$ cat src/rtl/srrc_mac_sched_pkg.sv
// srrc_sched_pkg: shared SRRC MAC scheduler parameters, size derivations and state encoding.
package srrc_sched_pkg;
    localparam int DEF_NUM_TAPS = 305;
    localparam int DEF_NUM_MAC  = 8;
    localparam int DEF_PIPE_LAT = 3;

    typedef enum logic [1:0] {IDLE, RUN_I, RUN_Q} state_t;

    function automatic int nuniq(input int taps);
        return (taps + 1) / 2;
    endfunction

    function automatic int ngrp(input int taps, input int macs);
        return (nuniq(taps) + macs - 1) / macs;
    endfunction

    // grp stays at least 5 bits wide so the default port width is kept
    function automatic int grp_w(input int groups);
        return $clog2(groups) > 5 ? $clog2(groups) : 5;
    endfunction
endpackage

$ cat src/rtl/srrc_mac_sched_if.sv
// srrc_mac_sched_if: strobe inputs plus issue/accumulator/result outputs of the MAC scheduler.
interface srrc_mac_sched_if
    import srrc_sched_pkg::*;
#(
    parameter int NUM_MAC = DEF_NUM_MAC,
    parameter int GW      = grp_w(ngrp(DEF_NUM_TAPS, DEF_NUM_MAC))
);
    logic               sam_clk_en;
    logic               sym_clk_en;
    logic               clr_overrun;
    logic [GW-1:0]      grp;
    logic [NUM_MAC-1:0] lane_mask;
    logic               iss_ch;
    logic               iss_vld;
    logic               acc_clr;
    logic               acc_en;
    logic               acc_ch;
    logic               ld_i;
    logic               ld_q;
    logic               out_valid;
    logic               out_sym;
    logic               busy;
    logic               overrun;

    modport slave (
        input  sam_clk_en, sym_clk_en, clr_overrun,
        output grp, lane_mask, iss_ch, iss_vld, acc_clr, acc_en, acc_ch,
               ld_i, ld_q, out_valid, out_sym, busy, overrun
    );
    modport master (
        output sam_clk_en, sym_clk_en, clr_overrun,
        input  grp, lane_mask, iss_ch, iss_vld, acc_clr, acc_en, acc_ch,
               ld_i, ld_q, out_valid, out_sym, busy, overrun
    );
endinterface

$ cat src/rtl/srrc_mac_sched_ctrl_delay_line.sv
// ctrl_delay_line: DEPTH-stage reset-cleared shift of issue control bits; MSB is the valid flag.
module ctrl_delay_line #(
    parameter int W     = 5,
    parameter int DEPTH = 3
) (
    input  logic         clk,
    input  logic         reset,
    input  logic [W-1:0] din,
    output logic [W-1:0] dout,
    output logic         any_vld
);
    logic [W-1:0] sr [DEPTH];

    always_ff @(posedge clk or posedge reset) begin
        if (reset) begin
            for (int i = 0; i < DEPTH; i++) sr[i] <= '0;
        end else begin
            sr[0] <= din;
            for (int i = 1; i < DEPTH; i++) sr[i] <= sr[i-1];
        end
    end

    always_comb begin
        any_vld = 1'b0;
        for (int i = 0; i < DEPTH; i++) any_vld = any_vld | sr[i][W-1];
    end

    assign dout = sr[DEPTH-1];
endmodule

$ cat src/rtl/srrc_mac_sched.sv
// srrc_mac_sched: schedules NGRP coefficient groups per channel (I then Q) per accepted sample
// over NUM_MAC shared multipliers, with delayed accumulator control and result strobes.
module srrc_mac_sched
    import srrc_sched_pkg::*;
#(
    parameter int NUM_TAPS = DEF_NUM_TAPS,
    parameter int NUM_MAC  = DEF_NUM_MAC,
    parameter int PIPE_LAT = DEF_PIPE_LAT
) (
    input logic                clk,
    input logic                reset,
    srrc_mac_sched_if.slave    s
);
    localparam int NUNIQ      = nuniq(NUM_TAPS);
    localparam int NGRP       = ngrp(NUM_TAPS, NUM_MAC);
    localparam int GW         = grp_w(NGRP);
    localparam int LAST_LANES = NUNIQ - (NGRP - 1) * NUM_MAC;
    localparam logic [NUM_MAC-1:0] LAST_MASK = {NUM_MAC{1'b1}} >> (NUM_MAC - LAST_LANES);

    state_t        state, state_nx;
    logic [GW-1:0] grp_r, grp_nx;
    logic          run, last, sym_lat;
    logic [4:0]    dl_in, dl_out;
    logic          dl_pend;
    logic          ld_i_r, ld_q_r, ld_q_sym, out_valid_r, out_sym_r, ovr_r;

    always_ff @(posedge clk or posedge reset) begin
        if (reset) begin
            state   <= IDLE;
            grp_r   <= '0;
            sym_lat <= 1'b0;
        end else begin
            state <= state_nx;
            grp_r <= grp_nx;
            if (state == IDLE && s.sam_clk_en) sym_lat <= s.sym_clk_en;
        end
    end

    always_comb begin
        run      = state != IDLE;
        last     = run && grp_r == GW'(NGRP - 1);
        state_nx = state == IDLE ? (s.sam_clk_en ? RUN_I : IDLE) :
                   !last         ? state :
                   state == RUN_I ? RUN_Q : IDLE;
        grp_nx   = (run && !last) ? grp_r + 1'b1 : '0;
    end

    // {vld, ch, first group, last group, symbol flag}; the flag travels with its own
    // schedule so a sample accepted during the drain cannot overwrite it
    assign dl_in = {run, state == RUN_Q, run && grp_r == '0, last, sym_lat};

    ctrl_delay_line #(.W(5), .DEPTH(PIPE_LAT)) u_dly (
        .clk     (clk),
        .reset   (reset),
        .din     (dl_in),
        .dout    (dl_out),
        .any_vld (dl_pend)
    );

    always_ff @(posedge clk or posedge reset) begin
        if (reset) begin
            ld_i_r      <= 1'b0;
            ld_q_r      <= 1'b0;
            ld_q_sym    <= 1'b0;
            out_valid_r <= 1'b0;
            out_sym_r   <= 1'b0;
            ovr_r       <= 1'b0;
        end else begin
            ld_i_r      <= dl_out[4] & dl_out[1] & ~dl_out[3];
            ld_q_r      <= dl_out[4] & dl_out[1] & dl_out[3];
            ld_q_sym    <= dl_out[4] & dl_out[1] & dl_out[3] & dl_out[0];
            out_valid_r <= ld_q_r;
            out_sym_r   <= ld_q_sym;
            ovr_r       <= (run & s.sam_clk_en) | (ovr_r & ~s.clr_overrun);
        end
    end

    assign s.grp       = grp_r;
    assign s.lane_mask = !run ? '0 : last ? LAST_MASK : '1;
    assign s.iss_vld   = run;
    assign s.iss_ch    = state == RUN_Q;
    assign s.acc_en    = dl_out[4];
    assign s.acc_ch    = dl_out[3];
    assign s.acc_clr   = dl_out[4] & dl_out[2];
    assign s.ld_i      = ld_i_r;
    assign s.ld_q      = ld_q_r;
    assign s.out_valid = out_valid_r;
    assign s.out_sym   = out_sym_r;
    assign s.busy      = run | dl_pend | ld_i_r | ld_q_r | out_valid_r;
    assign s.overrun   = ovr_r;
endmodule
$ cat src/flat_wrapper.sv
// flat-port wrapper written by rule: the top's interface ports become plain ports
module srrc_mac_sched_flat import srrc_sched_pkg::*;
#(
    parameter int NUM_TAPS = DEF_NUM_TAPS,
    parameter int NUM_MAC  = DEF_NUM_MAC,
    parameter int PIPE_LAT = DEF_PIPE_LAT
)
  (clk, reset, s_sam_clk_en, s_sym_clk_en, s_clr_overrun, s_grp, s_lane_mask, s_iss_ch, s_iss_vld, s_acc_clr, s_acc_en, s_acc_ch, s_ld_i, s_ld_q, s_out_valid, s_out_sym, s_busy, s_overrun);
  srrc_mac_sched_if #(.NUM_MAC(NUM_MAC)) s_i ();
  input logic clk;
  input logic reset;
  input wire logic [$bits(s_i.sam_clk_en)-1:0] s_sam_clk_en;
  input wire logic [$bits(s_i.sym_clk_en)-1:0] s_sym_clk_en;
  input wire logic [$bits(s_i.clr_overrun)-1:0] s_clr_overrun;
  output wire logic [$bits(s_i.grp)-1:0] s_grp;
  output wire logic [$bits(s_i.lane_mask)-1:0] s_lane_mask;
  output wire logic [$bits(s_i.iss_ch)-1:0] s_iss_ch;
  output wire logic [$bits(s_i.iss_vld)-1:0] s_iss_vld;
  output wire logic [$bits(s_i.acc_clr)-1:0] s_acc_clr;
  output wire logic [$bits(s_i.acc_en)-1:0] s_acc_en;
  output wire logic [$bits(s_i.acc_ch)-1:0] s_acc_ch;
  output wire logic [$bits(s_i.ld_i)-1:0] s_ld_i;
  output wire logic [$bits(s_i.ld_q)-1:0] s_ld_q;
  output wire logic [$bits(s_i.out_valid)-1:0] s_out_valid;
  output wire logic [$bits(s_i.out_sym)-1:0] s_out_sym;
  output wire logic [$bits(s_i.busy)-1:0] s_busy;
  output wire logic [$bits(s_i.overrun)-1:0] s_overrun;
  assign s_i.sam_clk_en = s_sam_clk_en;
  assign s_i.sym_clk_en = s_sym_clk_en;
  assign s_i.clr_overrun = s_clr_overrun;
  assign s_grp = s_i.grp;
  assign s_lane_mask = s_i.lane_mask;
  assign s_iss_ch = s_i.iss_ch;
  assign s_iss_vld = s_i.iss_vld;
  assign s_acc_clr = s_i.acc_clr;
  assign s_acc_en = s_i.acc_en;
  assign s_acc_ch = s_i.acc_ch;
  assign s_ld_i = s_i.ld_i;
  assign s_ld_q = s_i.ld_q;
  assign s_out_valid = s_i.out_valid;
  assign s_out_sym = s_i.out_sym;
  assign s_busy = s_i.busy;
  assign s_overrun = s_i.overrun;
  srrc_mac_sched #(.NUM_TAPS(NUM_TAPS), .NUM_MAC(NUM_MAC), .PIPE_LAT(PIPE_LAT)) u_core (.clk(clk), .reset(reset), .s(s_i));
endmodule
$ cat config.mk
export PLATFORM = sky130hd
export DESIGN_NAME = srrc_mac_sched_flat
export DESIGN_NICKNAME = d
export VERILOG_FILES = /design/src/rtl/srrc_mac_sched_pkg.sv /design/src/rtl/srrc_mac_sched_if.sv /design/src/rtl/srrc_mac_sched_ctrl_delay_line.sv /design/src/rtl/srrc_mac_sched.sv /design/src/flat_wrapper.sv
export SDC_FILE = /design/constraint.sdc
export NUM_CORES = 1
export LEC_CHECK = 0
export ABC_AREA = 1
export BUFFER_PORTS_ARGS = -buffer_cell sky130_fd_sc_hd__buf_2
export CAP_MARGIN = 0
export CORE_MARGIN = 1
export CORE_UTILIZATION = 29
export DETAILED_ROUTE_END_ITERATION = 12
export PLACE_DENSITY = 0.46
export SKIP_LAST_GASP = 1
export SYNTH_ARGS = -nofsm -noshare
export SYNTH_HDL_FRONTEND = slang
export SYNTH_SLANG_ARGS = --single-unit
$ cat constraint.sdc
create_clock -name clk -period 1.8 [get_ports clk]
set_clock_uncertainty 0.05 [all_clocks]
set_input_delay 0.36 -clock clk [delete_from_list [all_inputs] [get_ports clk]]
set_output_delay 0.36 -clock clk [all_outputs]
set_load 0.005 [all_outputs]
==> impl_metrics.csv <==
group,metric,value,unit
sta,setup-violations-final,0,
critical_path,startpoint_type,"register",
floorplan,die-area,3954,µm²
synthesis,synth-main-ff-cell,"dfrtp_1",
synthesis,yosysMostFrequentCell,"dfrtp_1",
critical_path,required,1.39,ns
grt,grt_start_max_net_pins,30,
power_and_ir_drop,total_power,1700,µW
routing,firstDrtPassIters,4,
floorplan,ioPinCount,29,
sta,slew_violations,0,
synthesis,synthCells,96,
routing,wire_per_inst,9.758,µm
critical_path,cp.arrival,1.34,ns
synthesis,async_reset_ff_share,100.0,%
routing,ant_nets,0,
sta,timing.hold.ws,0.09191,ns
synthesis,syn_area_per_cell,11.20,µm²
layout,antenna_cells,0,
layout,nets,138,
synthesis,yosys.area.top_type_share,67.52,%
grt,grt.overflow.total,0,
placed_design,numPortBuffers,28,
power_and_ir_drop,vdd_drop_max,0.3556,mV
sta,fin_tns_setup,0,ns
power_and_ir_drop,power.density,1212,nW/µm²
floorplan,die_x,62.88,µm
layout,synthToLayoutAreaGrowth,30.50,%
clock_network,numCtsBuffers,5,
synthesis,ys_seq_area_share,67.52,%
clock_network,cts_root_buf,"clkbuf_8",
placed_design,gp_congestion,0.7152,
clock_network,clock_path_buffers,2,
synthesis,synth_area_leaders,"dfrtp_1, nand2_1, buf_4",
synthesis,synth_edf_count,0,
worst_hold_path,hold_class,"in -> async",
status,status,"finished, final reports clean",
critical_path,endpoint_kind,"output port",
grt,grt_use_total,10.39,%
synthesis,synth_cell_type_count,14,
routing,via_per_inst,4.118,
critical_path,critPathMaxFanout,7,
routing,route.detailed.drc,0,
job,drv_cap,0,
power_and_ir_drop,power.leakage,0.0007595,µW
synthesis,yosys-top-cells-count,"dfrtp_1, nand2_1, inv_1, nor2_1, buf_4",
clock_network,cts_tree,"yes",
placed_design,hpwl,1181,µm
floorplan,initial_core_util,31.23,%
sta,fmax,0.5715,GHz
clock_network,clkTransAtPathRegs,0.06,ns
sta,fin_crit_sh,97.20,%
critical_path,crit_type,"reg -> out",
grt,grt_pass1_vias,690,
grt,antenna_found_initial,0,
layout,drive_gt1_share,40.91,%
sta,min_period,1.750,ns
grt,grt_pass1_wl,3098,µm
sta,worst_slew_pin_slew,0.3522,ns
sta,finalHoldViolCount,0,
synthesis,yosysWarnings,0,
sta,slew_headroom,76.52,%
routing,vias,733,
clock_network,clock-sinks,29,
synthesis,syn_nets,103,
floorplan,num_rows,21,
layout,finish.utilization,40.75,%
routing,drtIter0Drc,27,
synthesis,yosysTopAreaCell,"dfrtp_1",
clock_network,clk_latency,0.27,ns
routing,finalWirelength,1737,µm
synthesis,ys_ff_latch,29,
floorplan,coreArea,3442,µm²
floorplan,chipHeight,62.88,µm
synthesis,netlist_area,1075,µm²
clock_network,ctsHtreeMaxLevel,2,
## per-stage QoR
step | setup slack [ns] | instance area [µm²] | instances
2_1_floorplan | 0.1623 | 1075 | 96
3_3_place_gp | 0.1778 | 1235 | 165
3_5_place_dp | 0.1261 | 1235 | 165
4_1_cts | 0.004328 | 1364 | 175
5_1_grt | -0.006603 | 1403 | 178
6_report | 0.05036 | 1403 | 178
## routing by layer
layer | wire length (µm) | up-vias | part of all wire, % | GRT usage (%)
met4 | 44 | 0 | 2.5 | 6.977
met2 | 874 | 27 | 50 | 16.67
met5 | 0 | - | 0 | 0
met1 | 703 | 349 | 40 | 11.25
met3 | 115 | 5 | 6.6 | 4.015
li1 | - | 352 | - | -
## registers in the layout, summed over array words and instances (netlist names)
signal	cells
u_core.u_dly.sr	10
u_core.s.grp	5
u_core.u_dly.dout	5
u_core.state	2
u_core.ld_q_sym	1
u_core.s.ld_i	1
u_core.s.ld_q	1
u_core.s.out_sym	1
u_core.s.out_valid	1
u_core.s.overrun	1
u_core.sym_lat	1
## kinds of logic (layout without fill, tap and decap cells)
logic type / count (synthesis) / count (layout) / share of synthesized area [%]
compound gates: 1 / 1 / 0.4652
xor+xnor: 1 / 1 / 0.8150
fa+ha+maj: 2 / 2 / 2.328
buf+inv: 21 / 57 / 9.779
flops: 29 / 29 / 67.52
simple gates: 42 / 42 / 19.09
## worst paths after layout
check | end | startpoint | cells past startpoint | slack [ns]
max | s_lane_mask[4] | u_core.s.grp[1] | 7 | 0.05
min | u_core.u_dly.sr[7] | reset | 3 | 0.09
max reg2reg | u_core.s.grp[1] | u_core.s.grp[1] | 6 | 0.59
min reg2reg | u_core.u_dly.sr[8] | u_core.u_dly.sr[13] | 0 | 0.30
max in group asynchronous | u_core.u_dly.sr[10] | reset | 3 | 1.35
min in group clk | u_core.s.overrun | s_clr_overrun | 2 | 0.21
## cells in the final DEF (no fill, tap or decap), drive strengths merged
cell / n
buf: 35
dfrtp: 29
nand2: 18
nor2: 15
inv: 14
clkbuf: 7
nand3: 5
nand4: 3
ha: 2
xnor2: 1
nor3b: 1
o21ai: 1
clkinv: 1
## worst max-delay path, stage by stage (launching register included)
cell and delay [ns]:
dfrtp_1 0.41, ha_4 0.18, nand2_1 0.05, inv_1 0.07, nand2_4 0.10, nand2_8 0.08, inv_4 0.07, buf_2 0.10
## repair_timing
action                                  4_1_cts  5_1_grt
endpoints found under the setup margin        7        7
hold buffers                                  0        0
setup buffers                                 2        3
pin swaps                                     0        1
gates resized for setup                       3        3
gates cloned                                  0        0
## layout make-up
class	count	area, µm²
clock buffer	7	96.34
clock inverter	1	5.005
fill	344	2039
inverter	14	55.05
multi-input combinational	46	270.3
sequential	29	725.7
tap	46	57.56
timing repair buffer	35	192.7
## report_power, final
part | switching, µW | leakage [µW] | internal (µW)
combinational | 162 | 0.000333 | 164
clock | 229 | 0.0000542 | 345
sequential | 71.2 | 0.000372 | 730
total | 462 | 0.000759 | 1240
No activity file was read; power rests on OpenSTA's default activity.
